## src/rtl/fifo_rd_serializer_if.sv

```systemverilog
// fifo_rd_serializer_if: upstream FIFO read port and downstream byte stream of fifo_rd_serializer.
// The byte_par signal exists only when FIFO_RD_SER_PARITY_EN is defined.
interface fifo_rd_serializer_if;
    logic [15:0] fifo_dout;
    logic        fifo_emptyp;
    logic        fifo_readp;
    logic [7:0]  byte_out;
    logic        byte_valid;
    logic        byte_ready;
    logic        busy;
`ifdef FIFO_RD_SER_PARITY_EN
    logic        byte_par;
`endif
    modport master (
        input  fifo_dout, fifo_emptyp, byte_ready,
        output fifo_readp, byte_out, byte_valid, busy
`ifdef FIFO_RD_SER_PARITY_EN
        , output byte_par
`endif
    );
    modport slave (
        output fifo_dout, fifo_emptyp, byte_ready,
        input  fifo_readp, byte_out, byte_valid, busy
`ifdef FIFO_RD_SER_PARITY_EN
        , input byte_par
`endif
    );
endinterface

```

## src/rtl/fifo_rd_serializer.sv

```systemverilog
// fifo_rd_serializer: reads 16-bit words from a latency-1 sync FIFO and emits them as a byte stream.
// Defining FIFO_RD_SER_PARITY_EN adds an even-parity output byte_par alongside byte_out.
module fifo_rd_serializer #(
    parameter bit MSB_FIRST = 1'b1
) (
    input logic                  clk,
    input logic                  rstp,
    fifo_rd_serializer_if.master bus
);
    typedef enum logic [1:0] {IDLE, FETCH, FIRST, SECOND} state_t;
    state_t      state, state_d;
    logic [15:0] word, word_d, pend, pend_d;
    logic        pend_v, pend_v_d, pf, pf_d, rd;
    logic [7:0]  first_b, second_b;
    assign first_b        = MSB_FIRST ? word[15:8] : word[7:0];
    assign second_b       = MSB_FIRST ? word[7:0] : word[15:8];
    assign bus.byte_valid = (state == FIRST) || (state == SECOND);
    assign bus.byte_out   = state == FIRST ? first_b : state == SECOND ? second_b : 8'h00;
    assign bus.busy       = (state != IDLE) || pend_v;
    assign bus.fifo_readp = rstp && rd;
`ifdef FIFO_RD_SER_PARITY_EN
    assign bus.byte_par   = ^bus.byte_out;
`endif
    // next state, word/pending loads and FIFO read strobe; pf marks a prefetch whose data lands next cycle
    always_comb begin
        state_d  = state;
        word_d   = word;
        pend_d   = pend;
        pend_v_d = pend_v;
        pf_d     = 1'b0;
        rd       = 1'b0;
        case (state)
            IDLE: begin
                rd      = !bus.fifo_emptyp;
                state_d = bus.fifo_emptyp ? IDLE : FETCH;
            end
            FETCH: begin
                word_d  = bus.fifo_dout;
                state_d = FIRST;
            end
            FIRST: begin
                if (bus.byte_ready) begin
                    state_d = SECOND;
                    rd      = !bus.fifo_emptyp && !pend_v;
                    pf_d    = !bus.fifo_emptyp && !pend_v;
                end
            end
            SECOND: begin
                if (bus.byte_ready) begin
                    if (pend_v) begin
                        word_d   = pend;
                        pend_v_d = 1'b0;
                        state_d  = FIRST;
                    end else if (pf) begin
                        word_d  = bus.fifo_dout;
                        state_d = FIRST;
                    end else begin
                        rd      = !bus.fifo_emptyp;
                        state_d = bus.fifo_emptyp ? IDLE : FETCH;
                    end
                end else if (pf) begin
                    pend_d   = bus.fifo_dout;
                    pend_v_d = 1'b1;
                end
            end
            default: state_d = IDLE;
        endcase
    end
    // state and data registers; reset discards any partial or prefetched word
    always_ff @(posedge clk or negedge rstp) begin
        if (!rstp) begin
            state  <= IDLE;
            word   <= '0;
            pend   <= '0;
            pend_v <= 1'b0;
            pf     <= 1'b0;
        end else begin
            state  <= state_d;
            word   <= word_d;
            pend   <= pend_d;
            pend_v <= pend_v_d;
            pf     <= pf_d;
        end
    end
endmodule
```

## src/flat_wrapper.sv

```systemverilog
// flat-port wrapper written by rule: the top's interface ports become plain ports
module fifo_rd_serializer_flat 
#(
    parameter bit MSB_FIRST = 1'b1
)
  (clk, rstp, bus_fifo_dout, bus_fifo_emptyp, bus_byte_ready, bus_fifo_readp, bus_byte_out, bus_byte_valid, bus_busy);
  fifo_rd_serializer_if bus_i ();
  input logic clk;
  input logic rstp;
  input wire logic [$bits(bus_i.fifo_dout)-1:0] bus_fifo_dout;
  input wire logic [$bits(bus_i.fifo_emptyp)-1:0] bus_fifo_emptyp;
  input wire logic [$bits(bus_i.byte_ready)-1:0] bus_byte_ready;
  output wire logic [$bits(bus_i.fifo_readp)-1:0] bus_fifo_readp;
  output wire logic [$bits(bus_i.byte_out)-1:0] bus_byte_out;
  output wire logic [$bits(bus_i.byte_valid)-1:0] bus_byte_valid;
  output wire logic [$bits(bus_i.busy)-1:0] bus_busy;
  assign bus_i.fifo_dout = bus_fifo_dout;
  assign bus_i.fifo_emptyp = bus_fifo_emptyp;
  assign bus_i.byte_ready = bus_byte_ready;
  assign bus_fifo_readp = bus_i.fifo_readp;
  assign bus_byte_out = bus_i.byte_out;
  assign bus_byte_valid = bus_i.byte_valid;
  assign bus_busy = bus_i.busy;
  fifo_rd_serializer #(.MSB_FIRST(MSB_FIRST)) u_core (.clk(clk), .rstp(rstp), .bus(bus_i));
endmodule
```

## config.mk

```make
export PLATFORM = sky130hd
export DESIGN_NAME = fifo_rd_serializer_flat
export DESIGN_NICKNAME = d
export VERILOG_FILES = /design/src/rtl/fifo_rd_serializer_if.sv /design/src/rtl/fifo_rd_serializer.sv /design/src/flat_wrapper.sv
export SDC_FILE = /design/constraint.sdc
export NUM_CORES = 1
export LEC_CHECK = 0
export CORE_ASPECT_RATIO = 0.8
export CORE_MARGIN = 5
export CORE_UTILIZATION = 47
export DETAILED_ROUTE_END_ITERATION = 8
export GPL_ROUTABILITY_DRIVEN = 0
export PLACE_DENSITY_LB_ADDON = 0.12
export SYNTH_ARGS = -nofsm -noshare
export SYNTH_HDL_FRONTEND = slang
export SYNTH_SLANG_ARGS = --single-unit
```

## constraint.sdc

```tcl
create_clock -name clk -period 1.61 [get_ports clk]
set_input_delay 0.322 -clock clk [delete_from_list [all_inputs] [get_ports clk]]
set_output_delay 0.322 -clock clk [all_outputs]
set_load 0.005 [all_outputs]
```

==> run summary, run 1 <==
I/O Buffers: 30
area grow syn2layout: 37.21%
nets@finish: 195
via count: 1203
GR Overflow Total: 0
pin count of the biggest net entering global routing: 37
fin crit period: 1.653 ns
final clock skew: 0.007046 ns
Mapped Cells: 125
Clock Power Share: 0.153
worst reg2reg setup slack: -0.01 ns
Cell Rows: 20
drt pass-1 iters: 4
fin crit share: 1.027
share of synthesized registers carrying an async set or reset: 1.000
Root Driver: clkbuf_8
Primary FF master, synth: dfrtp_1
Seq pwr share: 0.363
clock slew at reported path FFs: 0.07 ns
PD cells: 1752 nW/um2
number of diodes: 0
Max-Cap Viols: 0
Initial Util: 0.4789
Yosys top cell by area: dfrtp_1
Synth warnings: 0
syn_nets: 145
1st-iter DRT viols: 49
post-synthesis sequential area ratio: 0.5046
CP Launch Point: u_core.state[1]
crit start category: flop
RR Endpoint: u_core.word[3]
Post-synth top cells: mux2_2 (46), dfrtp_1 (36), mux2i_1 (8), nor2b_1 (8), nand2b_1 (3)
status: finished, violations left
Syn Area/Cell: 14.28 um2
failing checks: negative setup slack
CTS tree: built
global-route wire length before repair: 6.279 mm
Worst-Skew Late Latency: 0.28 ns
Crit path depth: 3
final hold vios: 0
vias in the first global route: 1294
Max Freq: 0.6050 GHz
final wirelength: 3.871 mm
CTS Buf Count: 5
number of cells after detailed placement: 204
Clock Sink Count: 36
VDD IR max: 0.8502 mV
H-tree lvl count: 2
Final Setup Violations: 10
CP max-delay cell: dfrtp_2
DR vias/cell: 5.468
layout cell share with drive strength beyond 1: 0.5284
WHS: 0.2345 ns
capture point of the worst path: bus_busy
Ports: 31
post-synth top area share: 0.5046
combinational power share: 0.484
count leader, synth: mux2_2
CP bufs+invs: 2
Worst Tran Pin Value: 0.4641 ns
Psw: 1.338 mW
DPL Wire Length: 2.391 mm
reg-to-reg startpoint: u_core.state[0]
antenna violations before repair: 0
synth unique cells: 22
Core Box Area: 3729 um2
CP Max Fanout: 4
crit-path max cell delay: 0.45 ns
Total Routing Usage GR: 0.1608
Filler Cell Count: 284
crit end category: primary output
crit path kind: reg -> out
Area contributors post-synth: dfrtp_1 (50%), mux2_2 (29%), mux2i_1 (4.5%)
DRC violation count after routing: 0
post-route setup slack: -0.04288 ns
chip height: 65.13 um
Post-synth EDFFs: 0
Routed wire per std cell: 17.60 um
RSZ-0062 raised after global routing: true
Final ANT Viol Nets: 0
family with the most delay on the worst path: flip-flops
type of the tightest min-delay check: in -> async
Die Wd: 78.91 um
worst rel slew slack: 0.6906
die area: 5139 um2
cells along the critical path: buf_6, or3_1, buf_2
Max Slew Vio Count: 0
Pleak: 1.177 nW
Clock Path Buffers: 2
worst slack, placed: -0.4428 ns
Syn Std Cell Area: 1785 um2
number of synthesized register bits: 36
Worst EP required: 1.29 ns
critical path arrival: 1.33 ns
cell-internal power: 2.953 mW
reg2reg path depth: 5
final std cells w/o fill: 220
switching share of power: 0.3118
-- state kept, by name, indices dropped and copies added, names as in the netlist --
signal / count
u_core.word: 16
u_core.pf: 1
u_core.pend_v: 1
u_core.state: 2
u_core.pend: 16
-- worst min path at each step --
stage / slack (ns) / startpoint / end
after floorplan: 0.03 / rstp / u_core.pend[0]
after global placement: 0.48 / u_core.pend[3] / u_core.pend[3]
after detailed placement: 0.49 / u_core.pend[1] / u_core.pend[1]
after CTS: 0.51 / u_core.pend[15] / u_core.pend[15]
after global routing: 0.27 / rstp / u_core.word[11]
final: 0.23 / rstp / u_core.pend[11]
-- power by group through the flow --
stage	clock, mW	sequential (mW)	combinational, mW
detailed placement	0	1.56	1.88
global placement	0	1.53	1.83
global route	0.715	1.61	2.24
CTS	0.674	1.55	2.05
finish	0.659	1.56	2.08
floorplan	0	1.50	1.15
-- layout make-up --
type	count	area, um2	share of cell area
multi-input combinational	82	928.4	0.3790
sequential	36	903.4	0.3687
tap	44	55.05	0.02247
timing repair buffer	50	473.0	0.1931
clock buffer	8	90.09	0.03677
-- layer usage --
layer | vias to the layer above | track usage | wire [um]
met4 | 0 | 0.04721 | 19
met5 | - | 0 | 0
met2 | 21 | 0.2617 | 1899
met3 | 2 | 0.04384 | 165
met1 | 621 | 0.2119 | 1787
li1 | 559 | - | -
-- timing repair --
action,4_1_cts,5_1_grt
setup buffers,5,1
gates resized for setup,55,17
cloned,2,1
pin swaps,3,2
setup endpoints to repair,27,41
hold buffers,0,0
-- cells by family after synthesis --
group | synth area share
buf+inv | 0.03083
simple gates | 0.07288
mux | 0.3518
flops | 0.5046
compound gates | 0.03994
-- layout by cell type (no fill, tap or decap), drive strengths merged --
cell and instances:
mux2 48, dfrtp 36, buf 30, clkdlybuf4s50 17
mux2i 8, nor2b 8, clkbuf 8, nand2b 3
nand3 3, o21ai 2, a31oi 2, dlymetal6s2s 2
nor4b 1, or3 1, a221oi 1, nand4b 1
a21boi 1, o32a 1, o311a 1, o32ai 1
dlygate4sd2 1
-- per-stage QoR --
step | power, mW | util | setup TNS (ns) | cell area, um2
2_1_floorplan | 2.651 | - | 0 | 1785
3_3_place_gp | 3.367 | 0.5923 | -7.426 | 2208
3_5_place_dp | 3.431 | 0.5923 | -8.271 | 2208
4_1_cts | 4.274 | 0.6430 | -0.3219 | 2397
5_1_grt | 4.565 | 0.6570 | -0.8657 | 2450
6_report | 4.292 | 0.6570 | -0.1483 | 2450
(Power assumes the default switching activity.)
==> run 2: changes to the inputs <==
--- a/config.mk
+++ b/config.mk
@@ -7,9 +7,10 @@
 export LEC_CHECK = 0
 export CORE_ASPECT_RATIO = 0.8
 export CORE_MARGIN = 5
-export CORE_UTILIZATION = 47
+export CORE_UTILIZATION = 49
+export CTS_BUF_LIST = sky130_fd_sc_hd__clkbuf_4 sky130_fd_sc_hd__clkbuf_8
 export DETAILED_ROUTE_END_ITERATION = 8
-export GPL_ROUTABILITY_DRIVEN = 0
+export GPL_ROUTABILITY_DRIVEN = 1
 export PLACE_DENSITY_LB_ADDON = 0.12
 export SYNTH_ARGS = -nofsm -noshare
 export SYNTH_HDL_FRONTEND = slang
==> run 2 against run 1 <==
The flow still finishes with violations (negative setup slack). Clock power up 3.6%. Final cell count up 0.45%. Combinational power is essentially flat. Critical path depth stayed put. Setup slack gained 0.011 ns. Count of clock-buffer cells in the layout is the same. Critical endpoint unchanged. Largest cell class unchanged.
==> run summary, run 2 (synthesis gave the netlist of run 1 again) <==
status: finished, violations left
failing checks: negative setup slack
crit path kind: reg -> out
GR Overflow Total: 0 (unchanged)
Max Freq: 0.6090 GHz (+0.65%)
1st-iter DRT viols: 45 (-8.2%)
Worst Tran Pin Value: 0.4464 ns (-0.01771 ns)
H-tree lvl count: 2 (unchanged)
Setup Total Neg Slack: -0.03213 ns (+0.1161 ns)
Final Setup Violations: 1 (-9)
final wirelength: 4.018 mm (+3.8%)
crit end category: primary output
final clock skew: 0.006268 ns (-0.0007783 ns)
Max-Cap Viols: 0 (unchanged)
Worst-Skew Late Latency: 0.28 ns (about the same)
Filler Cell Count: 237 (-17%)
CTS Buf Count: 5 (unchanged)
pin count of the biggest net entering global routing: 37 (unchanged)
Initial Util: 0.5144 (+0.03556)
Final ANT Viol Nets: 0 (unchanged)
Worst EP required: 1.29 ns (about the same)
Core Box Area: 3471 um2 (-6.9%)
Clock Sink Count: 36 (unchanged)
final hold vios: 0 (unchanged)
largest registers: u_core.pend (16), u_core.word (16), u_core.state (2)
DPL Wire Length: 2.449 mm (+2.4%)
worst slack, placed: -0.4504 ns (-0.007624 ns)
WHS: 0.1445 ns (-0.08996 ns)
vias in the first global route: 1336 (+3.2%)
CTS tree: built
critical path arrival: 1.32 ns (about the same)
drt pass-1 iters: 4 (unchanged)
fin crit period: 1.642 ns (-0.01075 ns)
DRC violation count after routing: 0 (unchanged)
Post-DP Area: 2226 um2 (+0.79%)
crit start category: flop
RSZ-0062 raised after global routing: true
GP Congestion: 0.8172
via count: 1203 (unchanged)
Die Wd: 77.49 um (-1.8%)
fin crit share: 1.020 (-0.006674)
post-route setup slack: -0.03213 ns (+0.01075 ns)
antenna violations before repair: 0 (unchanged)
PD cells: 1763 nW/um2 (+0.63%)
number of diodes: 0 (unchanged)
layout cell share with drive strength beyond 1: 0.5419 (+0.01349)
Root Driver: clkbuf_8
Ports: 31 (unchanged)
Pleak: 1.173 nW (-0.42%)
Clock Path Buffers: 2 (unchanged)
clock slew at reported path FFs: 0.07 ns (about the same)
Max Slew Vio Count: 0 (unchanged)
type of the tightest min-delay check: in -> async
I/O Buffers: 30 (unchanged)
Total Routing Usage GR: 0.1660 (+0.005160)
area grow syn2layout: 36.86%
Cell Rows: 19 (-5.0%)
die area: 4959 um2 (-3.5%)
commonest non-fill, non-tap cell in the layout: dfrtp_1
global-route wire length before repair: 6.341 mm (+0.99%)
commonest cells after routing, fill and taps aside: dfrtp_1 (35), mux2_2 (29), mux2_4 (19), clkdlybuf4s50_1 (17), buf_4 (14)
nets@finish: 198 (+1.5%)
final instance area: 2444 um2 (-0.26%)
VDD IR max: 1.046 mV (+23%)
chip height: 63.99 um (-1.7%)
total chip power: 4.308 mW (+0.37%)
DR vias/cell: 5.443 (-0.45%)
Post-CTS Hold Fix Bufs: 0 (unchanged)
CP Max Fanout: 4 (unchanged)
Routed wire per std cell: 18.18 um (+3.3%)
worst rel slew slack: 0.7024 (+0.01181)
[run 2: power breakdown]
part | total, mW | switching (mW) | internal, mW
clock network | 0.683 | 0.301 | 0.382
logic | 2.06 | 0.804 | 1.26
registers | 1.56 | 0.239 | 1.32
[run 2: routing by layer]
metal | vias up | global-route usage | routed length [um]
met5 | - | 0 | 0
met1 | 608 | 0.1955 | 1741
met2 | 21 | 0.2931 | 2107
met4 | 0 | 0.06223 | 35
met3 | 4 | 0.04073 | 134
li1 | 570 | - | -
[run 2: path summary, 6_finish.rpt]
path	start	endpoint	slack, ns	cells after the start
max in group asynchronous	rstp	u_core.state[1]	1.13	2
setup reg to reg	u_core.state[0]	u_core.word[10]	0.02	5
hold / removal	rstp	u_core.pend[11]	0.14	2
hold reg to reg	u_core.word[15]	u_core.word[15]	0.51	1
min in group clk	u_core.word[15]	u_core.word[15]	0.51	1
setup / recovery	u_core.state[0]	bus_busy	-0.03	3
[run 2: critical path: stages (launching register included)]
cell and delay [ns]:
dfrtp_1 0.42, buf_6 0.14, or3_1 0.34, buf_2 0.14
[run 2: metrics by stage]
step,instances,utilization
after floorplan,125,-
after global placement,207,0.6413
after detailed placement,207,0.6413
after CTS,218,0.6683
after global routing,221,0.7040
final,221,0.7040
[run 2: area by class of cell]
class / instances / area, um2 / area share
Clock buffer: 8 / 97.59 / 0.03994
Tap cell: 42 / 52.55 / 0.02151
Sequential cell: 36 / 902.1 / 0.3692
Timing Repair Buffer: 53 / 466.7 / 0.1910
Multi-Input combinational cell: 82 / 924.6 / 0.3784
[run 2: what timing repair did]
action	in CTS	in global routing
endpoints found under the setup margin	27	41
buffers inserted	3	3
gates resized for setup	45	25
pin swaps	3	2
gates cloned	1	0
